**src/rtl/fpu_pkg.sv**
```systemverilog
// Shared FP adder constants: per-precision field sizes, normaliser state encoding
// and the all-ones (infinity/NaN) exponent pattern.
package fpu_pkg;

  localparam int HALF_EXP_SIZE    = 5;
  localparam int SINGLE_EXP_SIZE  = 8;
  localparam int DOUBLE_EXP_SIZE  = 11;

  localparam int HALF_MANT_SIZE   = 11;
  localparam int SINGLE_MANT_SIZE = 24;
  localparam int DOUBLE_MANT_SIZE = 53;

  localparam logic [1:0] ST_IDLE = 2'd0;
  localparam logic [1:0] ST_NORM = 2'd1;
  localparam logic [1:0] ST_DONE = 2'd2;

  // Wide enough for double; narrower formats slice the low bits.
  localparam logic [DOUBLE_EXP_SIZE-1:0] EXP_ALL_ONES = '1;

endpackage

```
**src/rtl/norm_shift_step.sv**
```systemverilog
// One normalisation step: decides zero/carry/normal/denormal or a single left shift.
// Purely combinational; the caller registers the result each cycle.
module norm_shift_step
  import fpu_pkg::*;
#(
  parameter int ExponentSize = SINGLE_EXP_SIZE,
  parameter int MantissaSize = SINGLE_MANT_SIZE,
  parameter int CountSize    = 6
) (
  input  logic [ExponentSize-1:0] exponent,
  input  logic [MantissaSize:0]   mantissa,
  input  logic [CountSize-1:0]    shift_count,
  output logic [ExponentSize-1:0] next_exponent,
  output logic [MantissaSize:0]   next_mantissa,
  output logic [CountSize-1:0]    next_shift_count,
  output logic                    next_sticky,
  output logic                    next_overflow,
  output logic                    next_underflow,
  output logic                    next_zero,
  output logic                    finished
);

  localparam logic [ExponentSize-1:0] ExpMax = EXP_ALL_ONES[ExponentSize-1:0];
  localparam logic [ExponentSize-1:0] ExpOne = ExponentSize'(1);

  logic [ExponentSize-1:0] exp_inc;
  assign exp_inc = exponent + ExpOne;

  always_comb begin
    next_exponent    = exponent;
    next_mantissa    = mantissa;
    next_shift_count = shift_count;
    next_sticky      = 1'b0;
    next_overflow    = 1'b0;
    next_underflow   = 1'b0;
    next_zero        = 1'b0;
    finished         = 1'b0;

    if (mantissa == '0) begin
      next_exponent = '0;
      next_zero     = 1'b1;
      finished      = 1'b1;
    end else if (mantissa[MantissaSize]) begin
      next_mantissa = {1'b0, mantissa[MantissaSize:1]};
      next_sticky   = mantissa[0];
      next_exponent = exp_inc;
      if (exp_inc == ExpMax) begin
        next_overflow = 1'b1;
        next_mantissa = '0;
      end
      finished = 1'b1;
    end else if (mantissa[MantissaSize-1]) begin
      // Two denormals can sum to a normal; it then needs the minimum normal exponent.
      if (exponent == '0) begin
        next_exponent = ExpOne;
      end
      finished = 1'b1;
    end else if (exponent <= ExpOne) begin
      next_exponent  = '0;
      next_underflow = 1'b1;
      finished       = 1'b1;
    end else begin
      next_mantissa    = {mantissa[MantissaSize-1:0], 1'b0};
      next_exponent    = exponent - ExpOne;
      next_shift_count = shift_count + CountSize'(1);
    end
  end

endmodule

```
**src/rtl/mantissa_normalizer.sv**
```systemverilog
// Post-add normaliser: one right shift on carry or one left shift per cycle; OutValid N+1
// edges after accept (N = ShiftCount). Result held until OutReady; InReady only when idle.
module mantissa_normalizer
  import fpu_pkg::*;
#(
  parameter int ExponentSize = SINGLE_EXP_SIZE,
  parameter int MantissaSize = SINGLE_MANT_SIZE,
  parameter int CountSize    = 6
) (
  input  logic                    Clk,
  input  logic                    Reset,
  input  logic                    InValid,
  output logic                    InReady,
  input  logic                    SignIn,
  input  logic [ExponentSize-1:0] ExponentIn,
  input  logic [MantissaSize:0]   MantissaIn,
  output logic                    OutValid,
  input  logic                    OutReady,
  output logic                    SignOut,
  output logic [ExponentSize-1:0] ExponentOut,
  output logic [MantissaSize-1:0] MantissaOut,
  output logic [CountSize-1:0]    ShiftCount,
  output logic                    Sticky,
  output logic                    Overflow,
  output logic                    Underflow,
  output logic                    Zero
);

  logic [1:0]              state;
  logic [ExponentSize-1:0] exponent;
  logic [MantissaSize:0]   mantissa;

  logic [ExponentSize-1:0] step_exponent;
  logic [MantissaSize:0]   step_mantissa;
  logic [CountSize-1:0]    step_shift_count;
  logic                    step_sticky;
  logic                    step_overflow;
  logic                    step_underflow;
  logic                    step_zero;
  logic                    step_finished;

  norm_shift_step #(
    .ExponentSize(ExponentSize),
    .MantissaSize(MantissaSize),
    .CountSize   (CountSize)
  ) u_step (
    .exponent        (exponent),
    .mantissa        (mantissa),
    .shift_count     (ShiftCount),
    .next_exponent   (step_exponent),
    .next_mantissa   (step_mantissa),
    .next_shift_count(step_shift_count),
    .next_sticky     (step_sticky),
    .next_overflow   (step_overflow),
    .next_underflow  (step_underflow),
    .next_zero       (step_zero),
    .finished        (step_finished)
  );

  assign InReady     = (state == ST_IDLE);
  assign ExponentOut = exponent;
  // The carry bit is always clear once normalisation has finished.
  assign MantissaOut = mantissa[MantissaSize-1:0];

  always_ff @(posedge Clk) begin
    if (Reset) begin
      state      <= ST_IDLE;
      OutValid   <= 1'b0;
      SignOut    <= 1'b0;
      exponent   <= '0;
      mantissa   <= '0;
      ShiftCount <= '0;
      Sticky     <= 1'b0;
      Overflow   <= 1'b0;
      Underflow  <= 1'b0;
      Zero       <= 1'b0;
    end else begin
      case (state)
        ST_IDLE: begin
          if (InValid) begin
            SignOut    <= SignIn;
            exponent   <= ExponentIn;
            mantissa   <= MantissaIn;
            ShiftCount <= '0;
            Sticky     <= 1'b0;
            Overflow   <= 1'b0;
            Underflow  <= 1'b0;
            Zero       <= 1'b0;
            state      <= ST_NORM;
          end
        end
        ST_NORM: begin
          exponent   <= step_exponent;
          mantissa   <= step_mantissa;
          ShiftCount <= step_shift_count;
          Sticky     <= step_sticky;
          Overflow   <= step_overflow;
          Underflow  <= step_underflow;
          Zero       <= step_zero;
          if (step_finished) begin
            OutValid <= 1'b1;
            state    <= ST_DONE;
          end
        end
        ST_DONE: begin
          if (OutReady) begin
            OutValid <= 1'b0;
            state    <= ST_IDLE;
          end
        end
        default: begin
          OutValid <= 1'b0;
          state    <= ST_IDLE;
        end
      endcase
    end
  end

endmodule

```
**config.mk**
```make
export PLATFORM = sky130hd
export DESIGN_NAME = mantissa_normalizer
export DESIGN_NICKNAME = d
export VERILOG_FILES = /design/src/rtl/fpu_pkg.sv /design/src/rtl/norm_shift_step.sv /design/src/rtl/mantissa_normalizer.sv
export SDC_FILE = /design/constraint.sdc
export NUM_CORES = 1
export LEC_CHECK = 0
export CAP_MARGIN = 20
export CORE_AREA = 3 3 109 101
export CTS_CLUSTER_SIZE = 40
export DETAILED_ROUTE_END_ITERATION = 7
export DIE_AREA = 0 0 112 104
export GPL_ROUTABILITY_DRIVEN = 1
export PLACE_DENSITY_LB_ADDON = 0.12
export SYNTH_ARGS = -nofsm -noshare
export SYNTH_HDL_FRONTEND = slang
export SYNTH_SLANG_ARGS = --single-unit
```
**constraint.sdc**
```tcl
create_clock -name Clk -period 2.45 [get_ports Clk]
set_input_delay 0.49 -clock Clk [delete_from_list [all_inputs] [get_ports Clk]]
set_output_delay 0.49 -clock Clk [all_outputs]
set_load 0.005 [all_outputs]
```
Yosys cells after proc, flatten, opt, wreduce, memory -nomap -nowiden. Cells that the tools add are included. W data, S select, Z words.

Register bits: 47. Latch bits: 0. RAM bits: 0. Memory bits (read-only): 0. Input port bits: 38. Output and inout bits: 45. Word-level logic and storage cells: 86. Memories kept: 0.

$add $sub $neg: 3. Multiply operators: 0. Div/mod/pow operators: 0. Order comparisons: 1. Eq/ne operators: 13. Shift operators: 0. Multiplexer cells: 45. Bitwise gates (word level): 1. Reduce and logical (&&, ||, !) cells: 12.

Operators by type and width (number): $mux W25 (4); $pmux W25 S2 (1); $mux W24 (2); $mux W8 (6); $mux W6 (5); $logic_not A25 Y1 (1); $mux W1 (16); $pmux W8 S2 (1); $ne A2 B2 Y1 const B (7); $pmux W6 S2 (1); $reduce_and A3 Y1 (4); $add A8 B1 Y8 const B (1); $eq A8 B8 Y1 const B (1); $le A8 B1 Y1 const B (1); $logic_not A8 Y1 (1); $pmux W1 S2 (4); $sub A8 B1 Y8 const B (1); $add A6 B1 Y6 const B (1); $mux W2 (3); $ne A3 B3 Y1 const B (2); $pmux W2 S3 (1); $reduce_and A6 Y1 (1); $ne A5 B3 Y1 const B (1); $reduce_and A5 Y1 (1); other kinds (7) (8).

Logic depth before layout (Yosys ltp). Gate-level depths: netlist of run 1.

Word-level depth: 7. Depth in mapped cells: 9. Depth with buffers taken out: 7.

By module. From an unflattened synthesis of run 1, not the netlist that was laid out.

Cells, all modules: 390. Area, all modules: 3731.1 µm².

By module, submodules not included: mantissa_normalizer (times used 1, cells each 220, area an instance 2557.5 µm², sequential area each 940.9 µm²); norm_shift_step (times used 1, cells each 170, area an instance 1173.6 µm², sequential area each 0.0 µm²).

Worst setup path before layout of run 1. No wires, ideal clock.

Path type: reg-to-reg. From: register exponent[0] (netlist: ExponentOut[0]). To: register mantissa[17]. Setup time: 0.085 ns. Arrival time: 2.281 ns. Data required time: 2.365 ns. Slack: 0.084 ns. Stages on the path, launching flop included: 10. Buffers on the path: 2. Period minus slack after synthesis: 2.366 ns. Path through: dfxtp_1 clkbuf_1 inv_1 ha_1 nor2_1 nor3_4 o21ai_1 clkbuf_1 a21oi_1 o31ai_2.

Cells in the longest elaborated chain, start to end: 6. Elaborated cells on any way between the ends: 9. Classes of those cells: add/sub (1); order compare (1); eq/ne (2); mux (4); reduce/logical (1).

Ends and longest elaborated chain: start, declared (RTL line mantissa_normalizer.sv:30) `logic [ExponentSize-1:0] exponent;`; start signal, assigned (RTL line mantissa_normalizer.sv:82) `exponent <= ExponentIn;`; start signal, assigned (RTL line mantissa_normalizer.sv:93) `exponent <= step_exponent;`; $add A8 B1 Y8 (RTL line norm_shift_step.sv:27) `assign exp_inc = exponent + ExpOne;`; $eq A8 B8 Y1 (RTL line norm_shift_step.sv:47) `if (exp_inc == ExpMax) begin`; $mux W24 (RTL line norm_shift_step.sv:47); $mux W25 (RTL line norm_shift_step.sv:43) `end else if (mantissa[MantissaSize]) begin`; $mux W25 (RTL line norm_shift_step.sv:39) `if (mantissa == '0) begin`; $pmux W25 S2 (RTL line mantissa_normalizer.sv:78) `case (state)`; end signal, assigned (RTL line mantissa_normalizer.sv:83) `mantissa <= MantissaIn;`; end signal, assigned (RTL line mantissa_normalizer.sv:94) `mantissa <= step_mantissa;`; end, declared (RTL line mantissa_normalizer.sv:31) `logic [MantissaSize:0] mantissa;`.

Several ways; a longest one is shown, not always the timed one. The select of a mux whose other input is x is not followed. A chain may end at the register's enable or synchronous reset.

Worst setup path in the final report of run 1.
From: input InValid. To: register mantissa[3].

Cells in the longest elaborated chain, start to end: 2.

Ends and longest elaborated chain: start, declared (RTL line mantissa_normalizer.sv:12) `input logic InValid,`; $ne A2 B2 Y1 (no source line); $reduce_and A5 Y1 (no source line).

No other way between the ends.

==> run summary, run 1 <==
clock network power share -> 0.145
maximum vdd drop -> 309 uV
reg-to-reg setup timing slack -> 0.29 ns
Post-Syn Area -> 3930 um^2
nature of the critical path startpoint -> primary input
Die ar. -> 11600 um^2
top cells by count, synth -> dfxtp_1 (47), nand2_1 (46), nor2_1 (41)
final wirelength -> 12300 um
# diodes -> 0
Worst Max-Slew Pin Slew -> 0.548 ns
DRC -> 0
routing usage on met1 -> 0.304
type of the worst min-delay path -> reg2reg
Most Crowded Layer GR -> met2
dpl ws -> -0.0704 ns
status -> complete, no violations
#FFs+latches synth -> 47
initial antenna violation count -> 0
CTS tree -> done
synth unique cells -> 62
Flop pwr share -> 0.299
sw frac -> 0.422
drt first pass iters -> 4
H-tree levels -> 2
Skew-Pair Late Insertion Delay -> 0.31 ns
relative max-transition margin -> 0.631
Area Growth Syn to Fin -> 26.1%
largest net degree at the start of global routing -> 33
PostCTS Resize Cnt -> 0
gpl congestion -> 0.893
clk slew on worst S/H paths -> 0.10 ns
layout cells sized above 1 -> 0.197
met3 Use GR -> 0.0303
M2 GR Usage -> 0.324
DR WL/cell -> 19.0 um
Power, Total -> 3470 uW
Pins Over Slew Limit -> 0
Most used DFF post-synth -> dfxtp_1
final clock skew -> 0.0126 ns
die height -> 104 um
fmax -> 455 MHz
Post-synth EDFFs -> 0
GRT overflow -> 0
core area -> 10000 um^2
Gate power share -> 0.556
clock sink count -> 47
crit path time final -> 2.20 ns
ys async rst share -> 0
Die X-Extent -> 112 um
final setup violating endpoints -> 0
sequential area share after synthesis -> 0.239
maxcap violations -> 0
critical path type -> in2reg
CP Capture Type -> register
first-pass GRT wire length -> 19900 um
Tot GR Track Use -> 0.206
cell accounting for the most synthesized area -> dfxtp_1
cell-internal power -> 2010 uW
Post-Syn Nets -> 501
Clock Tree Buf Depth -> 2
crit path max fanout -> 10
Initial Util -> 0.392
Mapped Cells -> 457
CTS buffer count -> 5
routed vias -> 3777
vias in the first global route -> 3655
most frequent cell after synthesis -> dfxtp_1
vias per cell -> 5.80
nets -> 565
crit path DAT -> 2.38 ns
Sw Pwr -> 1460 uW
hpwl dp -> 8540 um
Cell Rows -> 35
yosys warns -> 0
Finished Layout Cells -> 651
CP required -> 2.64 ns
Post-DRT Antenna Nets -> 0
PortBufs -> 82
total placed cells including tap cells -> 641
final hold viol count -> 0
Leak Pwr -> 0.00164 uW
clock tree root buffer cell -> clkbuf_8
PD cells -> 700 nW/um^2
Avg Inst Size Synth -> 8.61 um^2
top post-synthesis cells by area -> dfxtp_1 (24%), a2111oi_4 (14%), o31ai_2 (5.7%)
Ports -> 83
1st-iter DRT viols -> 225
share of the clock period used by the worst path -> 0.896
worst setup margin -> 0.254 ns
RSZ-0062 raised after global routing -> false
Yosys top cell area share -> 0.239
[layer usage]
| layer | vias up | share of wire |
|---|---|---|
| li1 | 1824 | - |
| met1 | 1834 | 0.48 |
| met2 | 115 | 0.45 |
| met3 | 4 | 0.060 |
| met4 | 0 | 0.0051 |
| met5 | - | 0 |
[state kept, by name, indices dropped and copies added (netlist names)]
name,flops
Underflow,1
ShiftCount,6
Sticky,1
OutValid,1
Zero,1
ExponentOut,8
mantissa,25
Overflow,1
SignOut,1
state,2
[cell families (layout without fill, tap and decap cells)]
family / count (synthesis) / count (layout) / share of synthesized area
fa+ha+maj: 6 / 6 / 0.0191
flops: 47 / 47 / 0.239
compound gates: 156 / 156 / 0.401
buf+inv: 74 / 139 / 0.114
xor+xnor: 4 / 4 / 0.00891
mux: 3 / 3 / 0.00795
simple gates: 167 / 167 / 0.210
[critical path, stage by stage]
cell and delay [ns]:
clkdlybuf4s50_1 0.49, or3b_1 0.39, and4_4 0.18, a21o_4 0.24, buf_12 0.16, a2111oi_4 0.34, o31ai_2 0.08
[cells in the final DEF (no fill, tap or decap), types with 2 or more instances in the layout]
master | Yosys | routed
buf_4 | 25 | 39
clkdlybuf4s50_1 | 0 | 81
xor2_1 | 2 | 2
nand3_1 | 15 | 15
buf_12 | 2 | 4
o31ai_2 | 18 | 18
o211ai_1 | 3 | 3
and3_1 | 2 | 2
a32oi_1 | 3 | 3
o21ai_0 | 12 | 12
mux2i_1 | 2 | 2
nand2_1 | 46 | 46
or3_1 | 6 | 6
a311oi_1 | 6 | 6
a22oi_1 | 2 | 2
nor2_1 | 41 | 41
nor4_1 | 6 | 6
nand4_1 | 22 | 22
a211oi_1 | 2 | 2
a2111oi_4 | 20 | 20
xnor2_1 | 2 | 2
a21oi_1 | 38 | 38
ha_1 | 6 | 6
o32ai_1 | 3 | 3
a31o_2 | 2 | 2
nor3_1 | 12 | 12
clkbuf_8 | 0 | 5
o31ai_1 | 5 | 5
a31oi_1 | 6 | 6
dfxtp_1 | 47 | 47
nand2b_1 | 5 | 4
inv_1 | 6 | 6
o21a_1 | 22 | 22
[area by class of cell]
cell class	instances	area, um^2
inverters	6	22.5
fillers	993	5070
multi-input cells	336	2560
flip-flops and latches	47	941
clock buffers	6	72.6
repair buffers	125	1190
well taps	129	161
clock inverters	2	12.5
[what timing repair did]
| item | CTS | global route |
|---|---|---|
| setup endpoints to repair | 0 | 13 |
| hold buffers | 0 | 0 |
| buffers inserted | 0 | 2 |
[metrics by stage]
stage | hold slack [ns] | cell area, um^2 | TNS, ns | util
2_1_floorplan | 0.453 | 3930 | 0 | -
3_3_place_gp | 0.449 | 4860 | -0.325 | 0.485
3_5_place_dp | 0.451 | 4860 | -1.01 | 0.485
4_1_cts | 0.469 | 4950 | 0 | 0.493
5_1_grt | 0.502 | 4960 | 0 | 0.495
6_report | 0.466 | 4960 | 0 | 0.495
[power groups by stage]
stage | clock, uW | sequential, uW | combinational, uW
floorplan | 0 | 1020 | 1300
global placement | 0 | 1050 | 1880
detailed placement | 0 | 1050 | 1900
CTS | 519 | 1040 | 1910
global route | 539 | 1060 | 2080
finish | 504 | 1040 | 1930
[final timing paths]
path                                                   from                       end  cells after the start
worst max-delay path                                InValid  mantissa[3]$_SDFFE_PP0P_                      7
worst min-delay path                   SignOut$_SDFFE_PP0P_      SignOut$_SDFFE_PP0P_                      2
worst max register to register  ExponentOut[0]$_SDFFE_PP0P_  mantissa[0]$_SDFFE_PP0P_                      8
worst min register to register         SignOut$_SDFFE_PP0P_      SignOut$_SDFFE_PP0P_                      2
(Power assumes the default switching activity.)
==> inputs of run 2 (changes only) <==
clock period = 1.9 ns   (was 2.45 ns; I/O delays follow)
==> run summary, run 2 (synthesis gave the netlist of run 1 again) <==
FILL cells -> 913
worst hold stages -> 2
core area -> 10000 um^2
type of the worst min-delay path -> in2reg
maxcap violations -> 0
Area Growth Syn to Fin -> 50.3%
most used cell, CP -> buf_6
vias per cell -> 5.72
final wirelength -> 13900 um
CTS buffer count -> 5
DRC -> 0
Sw Pwr -> 2210 uW
critical path depth in cells -> 10
largest net degree at the start of global routing -> 49
WP buf/inv -> 4
Leak Pwr -> 0.00207 uW
hold_buf cts -> 0
r2r endpoint -> mantissa[8]$_SDFFE_PP0P_
Initial Util -> 0.392
Flop pwr share -> 0.226
# diodes -> 0
status -> complete, but fails checks
Clock Tree Buf Depth -> 2
final clock skew -> 0.0160 ns
number of flip-flops in the largest register -> 25
Ports -> 83
Reg area -> 961 um^2
failing checks -> negative setup slack
H-tree levels -> 2
routed vias -> 4051
cell-internal power -> 3450 uW
RSZ-0062 raised after global routing -> true
maximum vdd drop -> 474 uV
nature of the critical path startpoint -> register
layout cells sized above 1 -> 0.363
Tot GR Track Use -> 0.221
Final Util -> 0.590
final hold viol count -> 0
final setup violating endpoints -> 23
worst setup margin -> -0.0710 ns
CP Capture Type -> register
initial antenna violation count -> 0
Sum Neg Setup Slack -> -0.646 ns
dpl ws -> -0.483 ns
Pins Over Slew Limit -> 0
commonest non-fill, non-tap cells in the layout -> clkdlybuf4s50_1 (80), buf_4 (73), nand2_1 (46), nor2_1 (36), dfxtp_1 (35)
nets -> 622
Post-DRT Antenna Nets -> 0
share of the clock period used by the worst path -> 1.04
r2r startpoint -> ExponentOut[0]$_SDFFE_PP0P_
first-pass GRT wire length -> 21300 um
crit path max fanout -> 12
Worst Max-Slew Pin Slew -> 0.462 ns
clock sink count -> 47
crit path time final -> 1.97 ns
clock tree root buffer cell -> clkbuf_8
CTS tree -> done
gpl congestion -> 0.937
Biggest register -> mantissa
Hold EP -> ShiftCount[1]$_SDFFE_PP0P_
clk slew on worst S/H paths -> 0.11 ns
worst-path cell chain -> inv_4, ha_4, nor2_4, buf_6, nor3_4, buf_6, o21ai_4, clkbuf_16, a21oi_1, o31ai_2
DR WL/cell -> 19.6 um
reg-to-reg setup timing slack -> -0.07 ns
critical path type -> reg2reg
PD cells -> 957 nW/um^2
Die ar. -> 11600 um^2
sw frac -> 0.390
CP required -> 2.13 ns
1st-iter DRT viols -> 231
slowest cell on the critical path -> dfxtp_4
Die X-Extent -> 112 um
Cell Rows -> 35
Multi-input gate area -> 2770 um^2
drt first pass iters -> 5
die height -> 104 um
Worst R2R Path Depth -> 10
PortBufs -> 82
hpwl dp -> 8930 um
crit path DAT -> 2.20 ns
hold path start -> Reset
Skew-Pair Late Insertion Delay -> 0.31 ns
clock network power share -> 0.162
relative max-transition margin -> 0.692
CP top delay family -> buffers and inverters
fmax -> 507 MHz
GRT overflow -> 0
vias in the first global route -> 4046
Gate power share -> 0.611
crit-path max cell delay -> 0.41 ns
most common cell after layout, fill and taps aside -> clkdlybuf4s50_1
run 2: changes by cell type in the layout (fill, tap and decap cells not counted), moves of 3 or more:
cell       change
a21oi_1       -11
a21oi_2       +11
buf_12         +8
buf_16         +3
buf_4         +34
buf_6          +8
clkbuf_16      +3
dfxtp_1       -12
dfxtp_2       +10
ha_1           -3
nor2_1         -5
nor2_4         +3
nor3_1         -4
nor3_2         +4
run 2: final cells by class:
class	instances	share of cell area
Inverter	6	0.00423
Multi-Input combinational cell	336	0.468
Clock inverter	2	0.0102
Timing Repair Buffer	182	0.315
Tap cell	129	0.0273
Clock buffer	6	0.0123
Sequential cell	47	0.162
run 2: metal layers:
layer  track usage  vias to the layer above  part of all wire
li1              -                     1942                 -
met1         0.311                     1963              0.47
met2         0.354                      130              0.46
met3        0.0378                       16             0.058
met4        0.0481                        0             0.015
met5             0                        -                 0
run 2: what timing repair did:
item / CTS / global route
gates resized for setup: 24 / 45
pin swaps: 10 / 16
endpoints found under the setup margin: 32 / 34
setup buffers: 8 / 6
gates cloned: 4 / 4
run 2: power by group through the flow:
stage | logic (uW) | clock network, uW | registers, uW
6_report | 3460 | 919 | 1280
3_3_place_gp | 2860 | 0 | 1270
3_5_place_dp | 2890 | 0 | 1270
4_1_cts | 3200 | 944 | 1260
5_1_grt | 3670 | 958 | 1300
2_1_floorplan | 1730 | 0 | 1310
run 2: worst max-delay path by stage:
stage / slack [ns] / to / start
finish: -0.07 / mantissa[8]$_SDFFE_PP0P_ / ExponentOut[0]$_SDFFE_PP0P_
global route: -0.13 / mantissa[0]$_SDFFE_PP0P_ / ExponentOut[1]$_SDFFE_PP0P_
floorplan: -0.006 / mantissa[10]$_SDFFE_PP0P_ / InValid
global placement: -0.44 / mantissa[6]$_SDFFE_PP0P_ / InValid
CTS: -0.06 / ExponentOut[1]$_SDFFE_PP0P_ / ExponentOut[5]$_SDFFE_PP0P_
detailed placement: -0.48 / mantissa[17]$_SDFFE_PP0P_ / InValid
run 2: stage by stage:
stage / total power, uW / area, um^2 / hold slack [ns] / std cells
2_1_floorplan: 3050 / 3990 / 0.453 / 457
3_3_place_gp: 4130 / 5250 / 0.447 / 679
3_5_place_dp: 4160 / 5250 / 0.449 / 679
4_1_cts: 5400 / 5640 / 0.380 / 699
5_1_grt: 5920 / 5910 / 0.414 / 708
6_report: 5660 / 5910 / 0.397 / 708
==> inputs of run 3 (changes only) <==
==> constraint.sdc (replaced) <==
create_clock -name Clk -period 2.1 [get_ports Clk]
set_input_delay 0.42 -clock Clk [delete_from_list [all_inputs] [get_ports Clk]]
set_output_delay 0.42 -clock Clk [all_outputs]
set_load 0.05 [all_outputs]
==> run summary, run 3 (synthesis gave the netlist of run 1 again) <==
fin area -> 5390 um^2
status -> complete, no violations
slowest cell on the critical path -> clkdlybuf4s50_1
total placed cells including tap cells -> 672
fmax -> 483 MHz
WL met1 -> 5970 um
Fin Hold WS -> 0.453 ns
crit path time final -> 2.07 ns
Final Util -> 0.538
Worst Max-Slew Pin Slew -> 0.610 ns
Initial Util -> 0.392
CP Capture Type -> output pin
core area -> 10000 um^2
DRC -> 0
most common cell after layout, fill and taps aside -> clkdlybuf4s50_1
maximum vdd drop -> 444 uV
final wirelength -> 12700 um
CP required -> 1.68 ns
drt first pass iters -> 4
vias per cell -> 5.72
FILL cells -> 947
gpl congestion -> 0.847
Gate power share -> 0.623
RSZ-0062 raised after global routing -> false
routed wl met3 -> 576 um
largest net degree at the start of global routing -> 44
share of the clock period used by the worst path -> 0.985
Die ar. -> 11600 um^2
final clock skew -> 0.0110 ns
H-tree levels -> 2
Finished Layout Cells -> 687
clock tree root buffer cell -> clkbuf_8
CTS buffer count -> 5
Post-DRT Antenna Nets -> 0
sw frac -> 0.457
CP top delay family -> buffers and inverters
clk slew on worst S/H paths -> 0.11 ns
1st-iter DRT viols -> 232
routed vias -> 3929
crit-path max cell delay -> 0.81 ns
Pins Over Slew Limit -> 0
nets -> 601
cell-internal power -> 2690 uW
PortBufs -> 82
vias in the first global route -> 3904
Tot GR Track Use -> 0.212
PD cells -> 918 nW/um^2
die height -> 104 um
initial antenna violation count -> 0
Sw Pwr -> 2260 uW
uppermost layer routed -> met4
maxcap violations -> 0
Skew-Pair Late Insertion Delay -> 0.31 ns
worst-path cell chain -> buf_4, clkdlybuf4s50_1
final hold viol count -> 0
Ports -> 83
reg-to-reg setup timing slack -> 0.06 ns
WP buf/inv -> 2
Cell Rows -> 35
DR WL/cell -> 18.5 um
final setup violating endpoints -> 0
Biggest register -> mantissa
crit path DAT -> 1.65 ns
first-pass GRT wire length -> 20500 um
Area Growth Syn to Fin -> 37.1%
Leak Pwr -> 0.00191 uW
crit path max fanout -> 4
critical path type -> reg2out
CTS tree -> done
layout cells sized above 1 -> 0.283
placed cell areas -> 5160 um^2
# diodes -> 0
Clock Tree Buf Depth -> 2
hpwl dp -> 8920 um
Die X-Extent -> 112 um
number of flip-flops in the largest register -> 25
Flop pwr share -> 0.230
commonest non-fill, non-tap cells in the layout -> clkdlybuf4s50_1 (75), buf_4 (72), nand2_1 (46), dfxtp_1 (41), nor2_1 (40)
GRT overflow -> 0
wire length on met2 -> 6040 um
type of the worst min-delay path -> in2reg
relative max-transition margin -> 0.590
clock sink count -> 47
clock network power share -> 0.147
nature of the critical path startpoint -> register
## run 3: changes by cell type in the layout (fill, tap and decap cells not counted), sizes merged, moves of 3 or more
| cell | change |
|---|---|
| buf | -16 |
| clkbuf | -3 |
| clkdlybuf4s50 | -5 |
| dlymetal6s2s | +3 |
## run 3: routing by layer
metal,up-vias,global-route usage
met2,102,0.344
met3,8,0.0303
met5,-,0
li1,1892,-
met1,1927,0.298
met4,0,0.0472
## run 3: final cells by class
cell class | instances | area (um^2) | area share
clock buffer | 5 | 68.8 | 0.0128
multi-input combinational | 336 | 2600 | 0.483
timing repair buffer | 161 | 1540 | 0.285
inverter | 6 | 22.5 | 0.00418
clock inverter | 3 | 46.3 | 0.00858
tap | 129 | 161 | 0.0299
sequential | 47 | 951 | 0.176
## run 3: path summary, 6_finish.rpt
check / startpoint / endpoint / cells past startpoint
hold / removal: Reset / SignOut$_SDFFE_PP0P_ / 2
hold reg to reg: OutValid$_SDFFE_PP0P_ / OutValid$_SDFFE_PP0P_ / 2
setup reg to reg: mantissa[8]$_SDFFE_PP0P_ / mantissa[9]$_SDFFE_PP0P_ / 6
setup / recovery: mantissa[2]$_SDFFE_PP0P_ / MantissaOut[2] / 2
## run 3: per-stage QoR
stage	total power (uW)	setup TNS (ns)	setup slack (ns)
2_1_floorplan	3210	0	0.0208
3_3_place_gp	4110	-6.44	-0.296
3_5_place_dp	4130	-7.20	-0.327
4_1_cts	4860	0	0.00267
5_1_grt	5210	0	0.00220
6_report	4950	0	0.0310
## run 3: power by group through the flow
stage / registers (uW) / logic [uW] / clock network, uW
after floorplan: 1310 / 1890 / 0
after CTS: 1140 / 2990 / 736
after global placement: 1160 / 2950 / 0
final: 1140 / 3090 / 727
after detailed placement: 1160 / 2980 / 0
after global routing: 1150 / 3290 / 770
## run 3: what timing repair did
action | 4_1_cts | 5_1_grt
pin swaps | 0 | 5
hold endpoints to repair | 0 | 0
gates resized for setup | 1 | 11
setup buffers | 0 | 6
hold buffers | 0 | 0
setup endpoints to repair | 5 | 24
cloned | 0 | 1
## run 3: worst reg2reg max path, stage by stage, from the launching register on
cell	delay (ns)
dfxtp_1	0.34
nor4_1	0.57
and4_4	0.37
a21o_4	0.21
buf_12	0.16
a2111oi_4	0.05
o31ai_1	0.25
